==> config.mk <==
export PLATFORM = sky130hd
export DESIGN_NAME = lcd_controller
export DESIGN_NICKNAME = d
export VERILOG_FILES = /design/src/rtl/lcd_pkg.sv /design/src/rtl/lcd_delay_timer.sv /design/src/rtl/lcd_controller.sv
export SDC_FILE = /design/constraint.sdc
export NUM_CORES = 1
export LEC_CHECK = 0
export CORE_MARGIN = 3
export CORE_UTILIZATION = 56
export DETAILED_ROUTE_END_ITERATION = 7
export GPL_TIMING_DRIVEN = 0
export PLACE_DENSITY = 0.77
export SYNTH_ARGS = -nofsm -noshare
export SYNTH_HDL_FRONTEND = slang
export SYNTH_SLANG_ARGS = --single-unit
==> constraint.sdc <==
create_clock -name clk -period 3.4 [get_ports clk]
set_input_delay 0.34 -clock clk [delete_from_list [all_inputs] [get_ports clk]]
set_output_delay 0.34 -clock clk [all_outputs]
set_load 0.02 [all_outputs]
==> src/rtl/lcd_pkg.sv <==
// lcd_pkg: shared state encoding, default timings and HD44780 command bytes for lcd_controller
package lcd_pkg;
  typedef enum logic [2:0] {ST_POWERUP, ST_SETUP, ST_PULSE, ST_HOLD, ST_WAIT, ST_IDLE} state_t;
  localparam int TIMER_W = 20;
  localparam int DEF_POWERUP_WAIT = 750000;
  localparam int DEF_PULSE_CYCLES = 12;
  localparam int DEF_CMD_WAIT = 2000;
  localparam int DEF_CLEAR_WAIT = 82000;
  localparam logic [7:0] CMD_FUNC_SET = 8'h38;
  localparam logic [7:0] CMD_DISP_ON = 8'h0C;
  localparam logic [7:0] CMD_ENTRY = 8'h06;
  localparam logic [7:0] CMD_CLEAR = 8'h01;
  localparam logic [7:0] CMD_HOME = 8'h02;
  localparam logic [7:0] CMD_LINE0 = 8'h80;
  localparam logic [7:0] CMD_LINE1 = 8'hC0;
  function automatic logic [7:0] init_cmd(input logic [1:0] i);
    return i == 2'd0 ? CMD_FUNC_SET : i == 2'd1 ? CMD_DISP_ON : i == 2'd2 ? CMD_ENTRY : CMD_CLEAR;
  endfunction
  function automatic logic is_slow(input logic rs, input logic [7:0] d);
    return !rs && (d == CMD_CLEAR || d == CMD_HOME);
  endfunction
endpackage

==> src/rtl/lcd_delay_timer.sv <==
// lcd_delay_timer: loadable down-counter; load_val_i=N makes done_o rise N cycles later
// Ports: clk, reset (async active-low), load_i, load_val_i (cycles), done_o (count reached zero)
module lcd_delay_timer #(
  parameter int W = 20
) (
  input  logic         clk,
  input  logic         reset,
  input  logic         load_i,
  input  logic [W-1:0] load_val_i,
  output logic         done_o
);
  logic [W-1:0] count_q, count_d;
  always_comb count_d = load_i ? load_val_i - 1'b1 : count_q != '0 ? count_q - 1'b1 : count_q;
  always_ff @(posedge clk or negedge reset)
    if (!reset) count_q <= '0;
    else count_q <= count_d;
  assign done_o = count_q == '0;
endmodule

==> src/rtl/lcd_controller.sv <==
// lcd_controller: HD44780 8-bit write controller with power-up init, cursor tracking and line wrap
// Ports: clk, reset (async active-low); req_valid/req_rs/req_data/req_ready request handshake;
//        init_done, cursor_col, cursor_line status; lcd_data_bus/lcd_rs/lcd_rw/lcd_e to the panel
module lcd_controller
  import lcd_pkg::*;
#(
  parameter int POWERUP_WAIT = DEF_POWERUP_WAIT,
  parameter int PULSE_CYCLES = DEF_PULSE_CYCLES,
  parameter int CMD_WAIT     = DEF_CMD_WAIT,
  parameter int CLEAR_WAIT   = DEF_CLEAR_WAIT
) (
  input  logic       clk,
  input  logic       reset,
  input  logic       req_valid,
  input  logic       req_rs,
  input  logic [7:0] req_data,
  output logic       req_ready,
  output logic       init_done,
  output logic [3:0] cursor_col,
  output logic       cursor_line,
  output logic [7:0] lcd_data_bus,
  output logic       lcd_rs,
  output logic       lcd_rw,
  output logic       lcd_e
);
  state_t state_q, state_d;
  logic [2:0] step_q, step_d;
  logic armed_q, wrap_q, wrap_d, init_done_q, init_done_d, rs_q, rs_d, e_q, e_d, line_q, line_d;
  logic [7:0] bus_q, bus_d;
  logic [3:0] col_q, col_d;
  logic tmr_load, tmr_done, init_pend, issue;
  logic [TIMER_W-1:0] tmr_val;
  lcd_delay_timer #(.W(TIMER_W)) u_timer (
    .clk       (clk),
    .reset     (reset),
    .load_i    (tmr_load),
    .load_val_i(tmr_val),
    .done_o    (tmr_done)
  );
  // step_q counts init bytes issued; bit 2 set means all four are out
  assign init_pend = !step_q[2];
  assign issue = state_d == ST_SETUP && state_q != ST_SETUP;
  always_ff @(posedge clk or negedge reset)
    if (!reset) state_q <= ST_POWERUP;
    else state_q <= state_d;
  always_comb begin
    state_d = state_q;
    case (state_q)
      ST_POWERUP: state_d = armed_q && tmr_done ? ST_SETUP : ST_POWERUP;
      ST_SETUP:   state_d = ST_PULSE;
      ST_PULSE:   state_d = tmr_done ? ST_HOLD : ST_PULSE;
      ST_HOLD:    state_d = ST_WAIT;
      ST_WAIT:    state_d = !tmr_done ? ST_WAIT : init_pend || wrap_q ? ST_SETUP : ST_IDLE;
      ST_IDLE:    state_d = req_valid ? ST_SETUP : ST_IDLE;
      default:    state_d = ST_POWERUP;
    endcase
  end
  always_comb begin
    step_d = step_q;
    wrap_d = wrap_q;
    bus_d = bus_q;
    rs_d = rs_q;
    col_d = col_q;
    line_d = line_q;
    e_d = state_d == ST_PULSE;
    init_done_d = init_done_q | (state_d == ST_IDLE);
    // the timer is shared: armed_q low marks the first power-up cycle, where the long wait is loaded
    tmr_load = !armed_q || state_q == ST_SETUP || state_q == ST_HOLD;
    tmr_val = !armed_q ? TIMER_W'(POWERUP_WAIT - 1) : state_q == ST_SETUP ? TIMER_W'(PULSE_CYCLES) :
              is_slow(rs_q, bus_q) ? TIMER_W'(CLEAR_WAIT) : TIMER_W'(CMD_WAIT);
    if (issue) begin
      step_d = init_pend ? step_q + 3'd1 : step_q;
      wrap_d = init_pend ? wrap_q : 1'b0;
      bus_d = init_pend ? init_cmd(step_q[1:0]) : wrap_q ? (line_q ? CMD_LINE0 : CMD_LINE1) : req_data;
      rs_d = !init_pend && !wrap_q && req_rs;
    end
    if (state_q == ST_HOLD) begin
      if (rs_q) begin
        col_d = col_q + 4'd1;
        wrap_d = col_q == 4'hF;
      end else if (bus_q == CMD_CLEAR || bus_q == CMD_HOME) begin
        col_d = 4'd0;
        line_d = 1'b0;
      end else if (bus_q[7]) begin
        col_d = bus_q[3:0];
        line_d = bus_q[6];
      end
    end
  end
  always_ff @(posedge clk or negedge reset)
    if (!reset) begin
      step_q <= '0;
      armed_q <= 1'b0;
      wrap_q <= 1'b0;
      init_done_q <= 1'b0;
      bus_q <= '0;
      rs_q <= 1'b0;
      e_q <= 1'b0;
      col_q <= '0;
      line_q <= 1'b0;
    end else begin
      step_q <= step_d;
      armed_q <= 1'b1;
      wrap_q <= wrap_d;
      init_done_q <= init_done_d;
      bus_q <= bus_d;
      rs_q <= rs_d;
      e_q <= e_d;
      col_q <= col_d;
      line_q <= line_d;
    end
  assign req_ready = state_q == ST_IDLE;
  assign init_done = init_done_q;
  assign cursor_col = col_q;
  assign cursor_line = line_q;
  assign lcd_data_bus = bus_q;
  assign lcd_rs = rs_q;
  assign lcd_rw = 1'b0;
  assign lcd_e = e_q;
endmodule
* Word level (Yosys, flattened, before mapping) *
Index checks and enable logic that the tools add are counted.

word-level totals
  output and inout port bits = 18
  bits in registers = 44
  word-level logic and storage cells = 83

operators by class
  add/sub/neg operators = 4
  mux-type cells = 27
  reduce and logical (&&, ||, !) cells = 23
  bitwise operators = 3
  equality and inequality tests = 14

operators with widths
  cell                                                 count
  2-to-1 mux 20 bit                                    3
  subtractor 20 x 1 -> 20 bit (second input constant)  2
  2-to-1 mux 17 bit                                    2
  zero test 20 bit                                     1
  nonzero test 20 bit                                  1
  one-hot mux 3 bit (6 select lines)                   1
  2-to-1 mux 4 bit                                     4
  2-to-1 mux 8 bit                                     2
  2-to-1 mux 3 bit                                     5
  == test 3 x 2 -> 1 bit (second input constant)       3
  == test 3 bit (second input constant)                3
  == test 8 x 1 -> 1 bit (second input constant)       1
  == test 8 x 2 -> 1 bit (second input constant)       1
  2-to-1 mux 1 bit                                     8
  2-to-1 mux 7 bit                                     1
  == test 3 x 1 -> 1 bit (second input constant)       2
  2-to-1 mux 6 bit                                     1
  logical AND 1 bit                                    5
  adder 4 x 1 -> 4 bit (second input constant)         1
  == test 4 bit (second input constant)                1
  zero test 1 bit                                      4
  logical OR 1 bit                                     4
  AND reduction 2 bit                                  2
  nonzero test 2 bit                                   2
  10 further kinds                                     11

* Longest topological paths before layout *
  word-level depth = 10
  mapped depth = 11
  gate-level depth less buffers = 8

* Cells and area by module *
Synthesis repeated with hierarchy kept, for this count alone.

unflattened totals
  cells, all modules = 312
  area, all modules = 2936.6 um^2

modules (own cells, without submodules)
  module           cells an instance  times used  area each (um^2)
  lcd_delay_timer  161                1           1496.4
  lcd_controller   151                1           1440.1

* Worst setup path after synthesis *
OpenSTA, ideal clock, no wires.

  path type = flip-flop to flip-flop
  from = register state_q[2]
  to = register u_timer.count_q[12]
  setup time = 0.076 ns
  setup slack = 0.666 ns
  arrival = 2.657 ns
  path buffers = 3
  required time = 3.324 ns
  cell stages (with the launch flop) = 12
  cells stage by stage = dfrtp_1 > clkbuf_1 > nand2b_1 > clkbuf_1 > clkbuf_1 > a21oi_1 > ha_1 > nand4bb_1 > or4_1 > nor4_1 > mux2_1 > o21ai_1

on the way
  word-level cells in the longest chain between the ends = 5
  elaborated cells on any way between the ends = 9
  classes of those cells = add/sub: 1; eq/ne: 2; mux: 3; reduce/logical: 3

RTL lines
  what                         RTL line                                    RTL
  from (decl)                  lcd_controller.sv:26                        state_t state_q, state_d;
  from (signal assigned)       lcd_controller.sv:45                        else state_q <= state_d;
  == test 3 x 1 -> 1 bit       lcd_controller.sv:68, lcd_controller.sv:69
  2-to-1 mux 17 bit            lcd_controller.sv:69                        tmr_val = !armed_q ? TIMER_W'(POWERUP_WAIT - 1) : state_q == ST_SETUP ? TIMER_W'(PULSE_CYCLES) :
  2-to-1 mux 20 bit            lcd_controller.sv:69
  subtractor 20 x 1 -> 20 bit  lcd_delay_timer.sv:13                       always_comb count_d = load_i ? load_val_i - 1'b1 : count_q != '0 ? count_q - 1'b1 : count_q;
  2-to-1 mux 20 bit            lcd_delay_timer.sv:13
  to (signal assigned)         lcd_delay_timer.sv:16                       else count_q <= count_d;
  to (decl)                    lcd_delay_timer.sv:12                       logic [W-1:0] count_q, count_d;

Several ways; a longest one is shown, not always the timed one.
A chain may end at the register's enable or synchronous reset.

* Final worst setup path *
Same ends and word-level chain as after synthesis.

==> results by group <==
Critical path
  • Critical path fanouts, max: 10
  • CP Class: reg2reg
  • Crit path DAT: 3.34 ns
  • Critical path endpoint category: flop
  • Worst Path Required: 3.64 ns
  • Slowest-stage cell, CP: or4_4
  • R2r endpoint: u_timer.count_q[12]$_DFFE_PN0P_
  • CP most frequent cell: clkbuf_1
  • Slowest stage delay, CP: 0.50 ns
  • Launch point of the worst reg-to-reg path: state_q[2]$_DFF_PN0_
  • R2R Setup Slk: 0.30 ns
  • CP cell instances: clkbuf_1 -> nand2b_1 -> clkbuf_1 -> clkbuf_2 -> a21oi_1 -> ha_1 -> nand4bb_1 -> or4_4 -> nor4_1 -> mux2_1 -> o21ai_1
  • CP Launch Type: flop
  • R2R cell count: 11
  • CP Launch Point: state_q[2]$_DFF_PN0_

Route
  • Drt drc: 0
  • Via density: 5.99
  • DR vias: 2103
  • Avg WL per Cell: 16.8 um
  • DRT antenna net count: 0
  • 1st-iter DRT viols: 141
  • Total Wirelength: 5.91 mm
  • TritonRoute pass-1 iters: 4

Power and ir drop
  • Peak supply drop: 0.000302 V
  • Combinational share of power: 16.0%
  • Leak: 1.17 nW
  • Pwr per Cell Area: 372 nW/um2
  • Seq pwr share: 52.7%
  • Internal power: 795 uW
  • Clock share of power: 31.4%
  • Total Power: 1.10 mW
  • Sw frac: 28.0%
  • Net switching power: 309 uW

Synth
  • Synth area leader: dfrtp_1
  • Commonest cells post-synth: dfrtp_1, nand2_1, nor2_1
  • Sequential cell area fraction in the yosys report: 44.0%
  • Async set or reset register ratio after synthesis: 100%
  • Top-count cell post-synth: dfrtp_1
  • Warnings from Yosys: 0
  • Mapped cell area: 2500 um2
  • Post-Syn Nets: 282
  • Syn Inst Count: 264
  • Synth cell types: 57
  • Ys flop type: dfrtp_1
  • Avg Cell Area, Syn: 9.48 um2
  • Top cell type's share of synthesized area: 44.0%
  • Number of synthesized flops with an enable pin: 0
  • Top cells by area, synth: dfrtp_1, a21oi_1, nand2_1
  • FF+latch count, synth: 44

Layout
  • Register area: 1100 um2
  • Design Area, Final: 2960 um2
  • # fillers: 333
  • Ant diodes: 0
  • Area delta synth->final: 18.4%
  • Multi-input logic area: 1280 um2
  • Final nets: 318
  • Layout cells sized above 1: 8.31%

STA
  • Final Hold Vio Count: 16
  • Final period util: 91.3%
  • Setup TNS: 0 ns
  • Fin Hold WS: -0.0148 ns
  • Max-slew violations: 0
  • Setup Viol. Count Final: 0
  • RSZ-0062 raised after global routing: no
  • Post-layout worst setup margin: 0.296 ns
  • Slew margin rel.: 62.7%
  • Final Critical Period: 3.10 ns
  • Layout Skew: 0.0126 ns
  • Max frequency: 322 MHz
  • Worst slew pin tran: 0.559 ns

Clock tree
  • H-tree depth: 2
  • Clk root buf: clkbuf_8
  • Clock sink count: 44
  • Worst-skew pair later-pin latency: 0.31 ns
  • Max clock buf depth: 2
  • Reg clk slew, reported paths: 0.09 ns
  • Clock buffers created by TritonCTS: 5
  • Hold Buf Count CTS: 0
  • CTS tree: yes

Die
  • Die Area: 5310 um2
  • Die Ht: 72.9 um
  • Ports: 30
  • Core area: 4140 um2
  • Initial core utilization: 60.4%
  • Die Wd: 72.9 um
  • Row count: 23

Global routing
  • First-pass GRT wire length: 9.95 mm
  • Gr ovfl total: 0
  • Initial antenna violation count: 0
  • Total Routing Usage GR: 24.7%
  • Vias in the first global route: 2012
  • Largest net degree at the start of global routing: 25

Place
  • Detail Placement HPWL: 4.29 mm
  • RD Place Congestion: 0.904
  • DP Area: 2870 um2
  • Dpl ws: 0.242 ns
  • IO buf count: 28

Run status
  • Status: finished with violations
  • Failing checks: negative hold slack

Hold path
  • Worst Hold Class: in2async

Flow run
  • Max-cap viol count: 0
[placed cells by master, fill, tap and decap left out, types with 6 or more instances in the layout]
cell / synthesis / routed
inv_1: 13 / 13
ha_1: 6 / 6
dfrtp_1: 44 / 44
nand2_1: 25 / 25
clkbuf_8: 0 / 6
nor2_1: 22 / 22
clkdlybuf4s50_1: 0 / 27
o21ai_0: 17 / 17
mux2i_1: 7 / 7
nor4_1: 6 / 6
a21oi_1: 19 / 19
clkbuf_1: 10 / 11
[cell type report]
| class | instances | share of cell area (%) |
|---|---|---|
| Timing Repair Buffer | 29 | 10.2 |
| Tap cell | 50 | 2.11 |
| Multi-Input combinational cell | 193 | 43.4 |
| Clock buffer | 8 | 3.04 |
| Inverter | 13 | 1.65 |
| Sequential cell | 44 | 37.1 |
| Buffer | 14 | 2.49 |
[timing repair]
item                       4_1_cts  5_1_grt
buffers inserted                 0        0
gates resized for setup          0        3
setup endpoints to repair        0        1
hold endpoints to repair         0        0
[stage by stage]
stage	cells	util [%]
after floorplan	264	-
after global placement	342	68.7
after detailed placement	343	69.2
after CTS	351	71.4
after global routing	351	71.5
final	351	71.5
[critical path: cells and delay by family (launching register included)]
family                   cells  cell delay [ns]
AND/OR/NAND/NOR              4             1.13
multiplexers                 1             0.35
buffers and inverters        3             0.65
adder cells (fa/ha/maj)      1             0.22
AO/OA/AOI/OAI                2             0.33
flip-flops                   1             0.36
[state kept, by name, summed over array words and instances, names as in the netlist]
name and flops:
cursor_line 1, lcd_e 1, lcd_rs 1, wrap_q 1
u_timer.count_q 20, cursor_col 4, init_done 1, armed_q 1
lcd_data_bus 8, state_q 3, step_q 3
[how the worst max path moves through the flow]
stage                                            to  cells past startpoint
floorplan           u_timer.count_q[12]$_DFFE_PN0P_                     11
global placement    u_timer.count_q[12]$_DFFE_PN0P_                     11
detailed placement  u_timer.count_q[12]$_DFFE_PN0P_                     11
CTS                 u_timer.count_q[12]$_DFFE_PN0P_                     11
global route        u_timer.count_q[12]$_DFFE_PN0P_                     11
finish              u_timer.count_q[12]$_DFFE_PN0P_                     11
[per-layer routing]
layer	track usage [%]	part of all wire (%)	up-vias
li1	-	-	1021
met1	34.6	48	1025
met2	37.8	46	49
met3	6.06	4.6	8
met4	7.79	1.5	0
met5	0	0	-
[power groups by stage]
stage / Combinational, mW / Clock [mW] / Sequential, mW
finish: 0.176 / 0.346 / 0.581
global route: 0.195 / 0.375 / 0.586
CTS: 0.177 / 0.349 / 0.581
detailed placement: 0.176 / 0 / 0.590
global placement: 0.169 / 0 / 0.590
floorplan: 0.0807 / 0 / 0.603
[cells by family after synthesis]
group                    Yosys count  synth area share (%)
other                              2                 0.300
multiplexers                      14                  5.95
XOR/XNOR                           9                  3.15
adder cells (fa/ha/maj)            6                  3.00
flip-flops                        44                  44.0
AND/OR/NAND/NOR                   94                  21.3
AO/OA/AOI/OAI                     68                  17.4
buffers and inverters             27                  4.85
Power figures use the tool's default switching activity.
